==> config.mk <==
export PLATFORM = sky130hd
export DESIGN_NAME = riscv_mc_controller
export DESIGN_NICKNAME = d
export VERILOG_FILES = /design/src/rtl/riscv_mc_pkg.sv /design/src/rtl/mc_alu_ctrl.sv /design/src/rtl/riscv_mc_controller.sv
export SDC_FILE = /design/constraint.sdc
export NUM_CORES = 1
export LEC_CHECK = 0
export ABC_CLOCK_PERIOD_IN_PS = 1910
export CAP_MARGIN = 20
export CORE_ASPECT_RATIO = 0.6
export CORE_MARGIN = 2
export CORE_UTILIZATION = 45
export CTS_BUF_LIST = sky130_fd_sc_hd__clkbuf_4 sky130_fd_sc_hd__clkbuf_8
export CTS_CLUSTER_SIZE = 20
export DETAILED_ROUTE_END_ITERATION = 16
export DONT_BUFFER_PORTS = 1
export HOLD_SLACK_MARGIN = 0.08
export PLACE_DENSITY_LB_ADDON = 0.12
export SYNTH_ARGS = -nofsm -noshare
export SYNTH_HDL_FRONTEND = slang
export SYNTH_HIERARCHICAL = 1
export SYNTH_SLANG_ARGS = --single-unit
==> constraint.sdc <==
create_clock -name clk -period 1.91 [get_ports clk]
set_clock_uncertainty 0.05 [all_clocks]
set_input_delay 0.191 -clock clk [delete_from_list [all_inputs] [get_ports clk]]
set_output_delay 0.191 -clock clk [all_outputs]
set_load 0.05 [all_outputs]
==> src/rtl/riscv_mc_pkg.sv <==
// Shared types and encodings for the RV32I multi-cycle controller.
// Optional illegal-opcode trap is enabled with RISCV_MC_ILLEGAL_TRAP_EN (see riscv_mc_controller).
package riscv_mc_pkg;

    typedef enum logic [3:0] {
        S_FETCH,
        S_DECODE,
        S_MEMADR,
        S_MEMREAD,
        S_MEMWB,
        S_MEMWRITE,
        S_EXECR,
        S_EXECI,
        S_ALUWB,
        S_BEQ,
        S_JAL,
        S_ERR
    } state_t;

    typedef enum logic [1:0] {
        ALUOP_ADD   = 2'b00,
        ALUOP_SUB   = 2'b01,
        ALUOP_FUNCT = 2'b10
    } alu_op_t;

    localparam logic [6:0] OP_LW  = 7'b0000011;
    localparam logic [6:0] OP_SW  = 7'b0100011;
    localparam logic [6:0] OP_R   = 7'b0110011;
    localparam logic [6:0] OP_I   = 7'b0010011;
    localparam logic [6:0] OP_BEQ = 7'b1100011;
    localparam logic [6:0] OP_JAL = 7'b1101111;

    localparam logic [2:0] ALU_ADD = 3'b000;
    localparam logic [2:0] ALU_SUB = 3'b001;
    localparam logic [2:0] ALU_AND = 3'b010;
    localparam logic [2:0] ALU_OR  = 3'b011;
    localparam logic [2:0] ALU_SLT = 3'b101;

    localparam logic [1:0] RES_ALUOUT = 2'b00;
    localparam logic [1:0] RES_RDATA  = 2'b01;
    localparam logic [1:0] RES_ALU    = 2'b10;

    localparam logic [1:0] SRCA_PC    = 2'b00;
    localparam logic [1:0] SRCA_OLDPC = 2'b01;
    localparam logic [1:0] SRCA_RS1   = 2'b10;

    localparam logic [1:0] SRCB_RS2  = 2'b00;
    localparam logic [1:0] SRCB_IMM  = 2'b01;
    localparam logic [1:0] SRCB_FOUR = 2'b10;

    localparam logic [2:0] IMM_I = 3'b000;
    localparam logic [2:0] IMM_S = 3'b001;
    localparam logic [2:0] IMM_B = 3'b010;
    localparam logic [2:0] IMM_J = 3'b011;

    // Immediate format depends only on the opcode, never on the state.
    function automatic logic [2:0] imm_decode(input logic [6:0] op);
        case (op)
            OP_SW:   return IMM_S;
            OP_BEQ:  return IMM_B;
            OP_JAL:  return IMM_J;
            default: return IMM_I;
        endcase
    endfunction

endpackage

==> src/rtl/mc_alu_ctrl.sv <==
// ALU control decoder: maps the FSM's ALU op class plus funct fields to a 3-bit ALU code.
module mc_alu_ctrl
    import riscv_mc_pkg::*;
(
    input  logic [1:0] alu_op,
    input  logic [2:0] funct3,
    input  logic       op5,
    input  logic       funct7b5,
    output logic [2:0] alu_control
);

    always_comb begin
        alu_control = ALU_ADD;
        case (alu_op)
            ALUOP_SUB: alu_control = ALU_SUB;
            ALUOP_FUNCT: begin
                case (funct3)
                    // Only R-type (op5=1) can encode sub; addi with imm[10] set stays add.
                    3'b000:  alu_control = (op5 && funct7b5) ? ALU_SUB : ALU_ADD;
                    3'b010:  alu_control = ALU_SLT;
                    3'b110:  alu_control = ALU_OR;
                    3'b111:  alu_control = ALU_AND;
                    default: alu_control = ALU_ADD;
                endcase
            end
            default: alu_control = ALU_ADD;
        endcase
    end

endmodule

==> src/rtl/riscv_mc_controller.sv <==
// Multi-cycle RV32I main controller with memory req/ready handshake and timeout.
// Define RISCV_MC_ILLEGAL_TRAP_EN to add the `illegal` output and a sticky ERR state.
module riscv_mc_controller
    import riscv_mc_pkg::*;
#(
    parameter int MEM_TIMEOUT = 255
) (
    input  logic       clk,
    input  logic       rst_n,
    input  logic [6:0] op,
    input  logic [2:0] funct3,
    input  logic       funct7b5,
    input  logic       zero,
    input  logic       mem_ready,
    output logic       mem_req,
    output logic       mem_write,
    output logic       adr_src,
    output logic       ir_write,
    output logic       pc_write,
    output logic       reg_write,
    output logic [1:0] result_src,
    output logic [1:0] alu_src_a,
    output logic [1:0] alu_src_b,
    output logic [2:0] imm_src,
    output logic [2:0] alu_control,
`ifdef RISCV_MC_ILLEGAL_TRAP_EN
    output logic       illegal,
`endif
    output logic       bus_err
);

    // A zero timeout still needs a 1-bit counter to keep the logic legal.
    localparam int TO_W = (MEM_TIMEOUT > 0) ? $clog2(MEM_TIMEOUT + 1) : 1;
    localparam logic [TO_W-1:0] TO_LIMIT = TO_W'(MEM_TIMEOUT);

    state_t          state_q, state_n;
    logic [TO_W-1:0] to_cnt;
    alu_op_t         alu_op;
    logic [2:0]      alu_ctrl_raw;
    logic            mem_state;
    logic            to_hit;

    mc_alu_ctrl u_alu_ctrl (
        .alu_op      (alu_op),
        .funct3      (funct3),
        .op5         (op[5]),
        .funct7b5    (funct7b5),
        .alu_control (alu_ctrl_raw)
    );

    assign alu_control = rst_n ? alu_ctrl_raw : ALU_ADD;

    assign mem_state = (state_q == S_FETCH) || (state_q == S_MEMREAD) || (state_q == S_MEMWRITE);
    assign to_hit    = (MEM_TIMEOUT != 0) && mem_state && !mem_ready && (to_cnt == TO_LIMIT);

    // NOTE: reset is sampled on the clock edge only; sequential state uses non-blocking
    // assignments so every register sees the pre-edge value of every other register.
    always_ff @(posedge clk) begin
        if (!rst_n) begin
            state_q <= S_FETCH;
            to_cnt  <= '0;
        end else begin
            state_q <= state_n;
            if ((state_n != state_q) || to_hit)
                to_cnt <= '0;
            else if (mem_state && !mem_ready)
                to_cnt <= to_cnt + TO_W'(1);
        end
    end

    // NOTE: every output and state_n gets a default first, so no path leaves one unassigned
    // and no latch is inferred.
    always_comb begin
        state_n    = state_q;
        alu_op     = ALUOP_ADD;
        mem_req    = 1'b0;
        mem_write  = 1'b0;
        adr_src    = 1'b0;
        ir_write   = 1'b0;
        pc_write   = 1'b0;
        reg_write  = 1'b0;
        result_src = RES_ALUOUT;
        alu_src_a  = SRCA_PC;
        alu_src_b  = SRCB_RS2;
        imm_src    = IMM_I;
        bus_err    = 1'b0;
`ifdef RISCV_MC_ILLEGAL_TRAP_EN
        illegal    = 1'b0;
`endif

        if (rst_n) begin
            if (state_q != S_ERR)
                imm_src = imm_decode(op);

            case (state_q)
                S_FETCH: begin
                    mem_req    = 1'b1;
                    alu_src_b  = SRCB_FOUR;
                    result_src = RES_ALU;
                    if (mem_ready) begin
                        ir_write = 1'b1;
                        pc_write = 1'b1;
                        state_n  = S_DECODE;
                    end else if (to_hit) begin
                        bus_err = 1'b1;
                    end
                end
                S_DECODE: begin
                    alu_src_a = SRCA_OLDPC;
                    alu_src_b = SRCB_IMM;
                    case (op)
                        OP_LW, OP_SW: state_n = S_MEMADR;
                        OP_R:         state_n = S_EXECR;
                        OP_I:         state_n = S_EXECI;
                        OP_BEQ:       state_n = S_BEQ;
                        OP_JAL:       state_n = S_JAL;
`ifdef RISCV_MC_ILLEGAL_TRAP_EN
                        default:      state_n = S_ERR;
`else
                        default:      state_n = S_FETCH;
`endif
                    endcase
                end
                S_MEMADR: begin
                    alu_src_a = SRCA_RS1;
                    alu_src_b = SRCB_IMM;
                    state_n   = op[5] ? S_MEMWRITE : S_MEMREAD;
                end
                S_MEMREAD: begin
                    mem_req = 1'b1;
                    adr_src = 1'b1;
                    if (mem_ready) begin
                        state_n = S_MEMWB;
                    end else if (to_hit) begin
                        bus_err = 1'b1;
                        state_n = S_FETCH;
                    end
                end
                S_MEMWB: begin
                    result_src = RES_RDATA;
                    reg_write  = 1'b1;
                    state_n    = S_FETCH;
                end
                S_MEMWRITE: begin
                    mem_req   = 1'b1;
                    mem_write = 1'b1;
                    adr_src   = 1'b1;
                    if (mem_ready) begin
                        state_n = S_FETCH;
                    end else if (to_hit) begin
                        bus_err = 1'b1;
                        state_n = S_FETCH;
                    end
                end
                S_EXECR: begin
                    alu_src_a = SRCA_RS1;
                    alu_src_b = SRCB_RS2;
                    alu_op    = ALUOP_FUNCT;
                    state_n   = S_ALUWB;
                end
                S_EXECI: begin
                    alu_src_a = SRCA_RS1;
                    alu_src_b = SRCB_IMM;
                    alu_op    = ALUOP_FUNCT;
                    state_n   = S_ALUWB;
                end
                S_ALUWB: begin
                    reg_write = 1'b1;
                    state_n   = S_FETCH;
                end
                S_BEQ: begin
                    alu_src_a = SRCA_RS1;
                    alu_src_b = SRCB_RS2;
                    alu_op    = ALUOP_SUB;
                    pc_write  = zero;
                    state_n   = S_FETCH;
                end
                S_JAL: begin
                    // Target is already in ALUOut; ALU computes oldPC+4 for the link write.
                    alu_src_a = SRCA_OLDPC;
                    alu_src_b = SRCB_FOUR;
                    pc_write  = 1'b1;
                    state_n   = S_ALUWB;
                end
`ifdef RISCV_MC_ILLEGAL_TRAP_EN
                S_ERR: begin
                    illegal = 1'b1;
                end
`endif
                default: state_n = S_FETCH;
            endcase
        end
    end

endmodule

==> metrics.txt <==
final setup vio count 14; Sequential Area 250 um2; source of the worst register-to-register timing path state_q[3]; HPWL Detailed 3.21 mm; Final ANT Viol Nets 0; net switching fraction of the power 0.315; die width 74.9 um; final std cell area, no fill 2260 um2; deepest level of the CTS H-tree 1; clock root buffer master sky130_fd_sc_hd__clkbuf_8; run status finished, violations left; final routed DRC violation total 0; Worst Min Path Start rst_n; maximum buffer depth of the clock tree 2; Die H 46.5 um; post-synthesis async set-or-reset flop share 0; number of instances in the synthesized netlist 173; most common library cell in the layout ignoring fill and taps sky130_fd_sc_hd__buf_4; clk_lat worst skew 240 ps; part of the cycle the worst path needs 1.15; syn avg cell area 7.85 um2; Worst Setup Slack post-DPL -278 ps; Synth cell types 60; Power Total 0.712 mW; main combinational cell family by area after synthesis simple AND/OR/NAND/NOR gates; hold buffer count at CTS 0; post-detailed-placement cell area 1780 um2; type of the worst setup path flip-flop to output port; crit end category output port; Layout Cells excl Fill 266; area delta synth->final 66.4%; clock buffers created by TritonCTS 3; router iterations before antenna repair 4; power share of the clock group 0.324; failing checks setup timing; count of flip-flops with a built-in enable after synthesis 0; Peak VDD IR 0.000240 V; final weighted congestion in routability-driven placement 0.880; Synth Flop Type sky130_fd_sc_hd__dfxtp_1; net switching power figure 0.224 mW; area of the die 3490 um2; register-to-register setup slack -180 ps; number of cell instances on the worst register-to-register path 7; total standard cell area after synthesis 1360 um2; initial core utilization 0.473; number of core rows 15; CTS clock-pin slew for the worst setup and hold paths 50 ps; fill count 187; via count normalized by instance count 6.21; combinational share of power 0.317; first-pass GRT wire length 6.98 mm; final setup margin -285 ps; Synth Area in Compound Gates 0.254; P per Cell Area 315 nW/um2; reg2reg end to_cnt[7]; yosys synthesis warning count 6; maximum clock rate 455 MHz; fraction of layout cells with a size suffix above 1 0.585; transition at the pin with the smallest max-transition slack 486 ps; CP Max Fanout 6; max cap viols 0; number of input and output port buffers inserted 0; TritonCTS clock tree done; count of cells along the worst hold path 2; static leakage power 0.832 nW; number of DRC markers in iteration 0 100; Worst Hold Margin 164 ps; type of the worst min-delay path primary input to flip-flop; hold violation count in the final report 0; Reg power frac 0.359; area of combinational cells with multiple inputs 1350 um2; number of vias in the routed layout 1,652; kind of start point of the critical path flip-flop; data arrival at the endpoint of the critical path 1950 ps; via count of the first global-routing pass 1,447; average detailed-routed wire length per instance 19.3 um; GR Overflow Total 0; number of diodes added for antenna fixing 0; xor and xnor area share after synthesis 0.0396; number of flip-flops and latches in the synthesized netlist 12; Min-Delay Endpoint state_q[3]; worst slew slack as a fraction of its limit 0.673; final-stage net count 244; global routing usage summed across all routing layers 0.268; maximum number of pins on one net before global-route repair 14; post-synthesis share of cell area spent on full adders, half adders and majority gates 0.0276; synthesized netlist net count 191; Slew Limit Fails 0; RSZ-0062 raised after global routing yes; core footprint 2870 um2; Final Critical Period 2200 ps; commonest non-fill, non-tap cells in the layout 43 x sky130_fd_sc_hd__buf_4, 13 x sky130_fd_sc_hd__nor2_1, 11 x sky130_fd_sc_hd__buf_6; number of instances in the placed design 251; final wirelength 5.14 mm; required time reported for the critical path endpoint 1670 ps; top-level port count 34; post-synthesis share of cell area spent on and, or, nand and nor gates 0.409; proportion of synthesized chip area in sequential cells 0.177; internal power summed over all cells 0.488 mW; mux cell area share after synthesis 0.0258; clock sink count 12; number of antenna violations at the first check in global routing 0
synth_stat cells (4+ instances only):
master                     number  area (um2)
sky130_fd_sc_hd__nand3_1        5        25.0
sky130_fd_sc_hd__nor4_1        10        62.6
sky130_fd_sc_hd__nand2_1       10        37.5
sky130_fd_sc_hd__dfxtp_1       12         240
sky130_fd_sc_hd__inv_1          5        18.8
sky130_fd_sc_hd__nor3b_1        6        45.0
sky130_fd_sc_hd__nor2b_1        4        25.0
sky130_fd_sc_hd__o21ai_0        6        30.0
sky130_fd_sc_hd__nor3_1        10        50.1
sky130_fd_sc_hd__and2_1         5        31.3
sky130_fd_sc_hd__nand3b_1       4        30.0
sky130_fd_sc_hd__nand2b_1       4        25.0
sky130_fd_sc_hd__a21oi_1        7        35.0
sky130_fd_sc_hd__nor2_1        17        63.8
sky130_fd_sc_hd__o21ai_1        4        20.0
through the flow:
step,utilization,setup TNS [ps]
global route,0.786,-3210
floorplan,-,-826
finish,0.786,-2320
global placement,0.620,-2140
detailed placement,0.620,-2610
CTS,0.731,-1630
power by group through the flow:
| stage | registers (mW) | clock network [mW] | logic (mW) |
|---|---|---|---|
| CTS | 0.255 | 0.233 | 0.204 |
| finish | 0.256 | 0.231 | 0.226 |
| detailed placement | 0.263 | 0 | 0.179 |
| global route | 0.256 | 0.246 | 0.237 |
| floorplan | 0.262 | 0 | 0.128 |
| global placement | 0.263 | 0 | 0.174 |
worst max-delay path by stage:
stage / startpoint / end / slack [ps]
final: state_q[3] / alu_control[0] / -290
after detailed placement: state_q[1] / alu_control[2] / -280
after floorplan: state_q[0] / ir_write / -270
after global routing: state_q[0] / alu_control[0] / -340
after global placement: state_q[1] / to_cnt[3] / -220
after CTS: state_q[2] / alu_control[0] / -220
state kept, by name, summed over array words and instances, names as in the netlist:
register and flops:
state_q 4, to_cnt 8
metal layers:
layer,up-vias,part of all wire,GRT usage
met5,-,0,0
li1,758,-,-
met4,0,0.018,0.0357
met1,808,0.44,0.375
met3,12,0.067,0.0591
met2,74,0.48,0.433
critical path, cell delays in order (launching register included):
cell and delay, ps:
sky130_fd_sc_hd__dfxtp_2 390, sky130_fd_sc_hd__buf_4 170, sky130_fd_sc_hd__nor4b_4 270, sky130_fd_sc_hd__buf_4 180
sky130_fd_sc_hd__ha_4 140, sky130_fd_sc_hd__inv_2 40, sky130_fd_sc_hd__a221oi_2 240, sky130_fd_sc_hd__and2_4 270
kinds of logic (layout without fill, tap and decap cells):
| family | Yosys count | count (layout) |
|---|---|---|
| xor gates and xnor gates | 4 | 4 |
| adders and majority gates | 3 | 3 |
| AOI/OAI and AO/OA | 41 | 41 |
| other | 1 | 1 |
| buffers and inverters | 16 | 67 |
| muxes | 3 | 3 |
| and+or+nand+nor | 93 | 93 |
| DFF | 12 | 12 |
cell type report:
cell class | instances | area share
Clock buffer | 3 | 0.0183
Inverter | 5 | 0.00831
Multi-Input combinational cell | 145 | 0.597
Sequential cell | 12 | 0.111
Tap cell | 42 | 0.0233
Timing Repair Buffer | 59 | 0.242
what timing repair did:
item                       4_1_cts  5_1_grt
gates resized for setup         41       29
pin swaps                       18       18
setup endpoints to repair       18       18
buffers inserted                13        5
(Power assumes the default switching activity.)
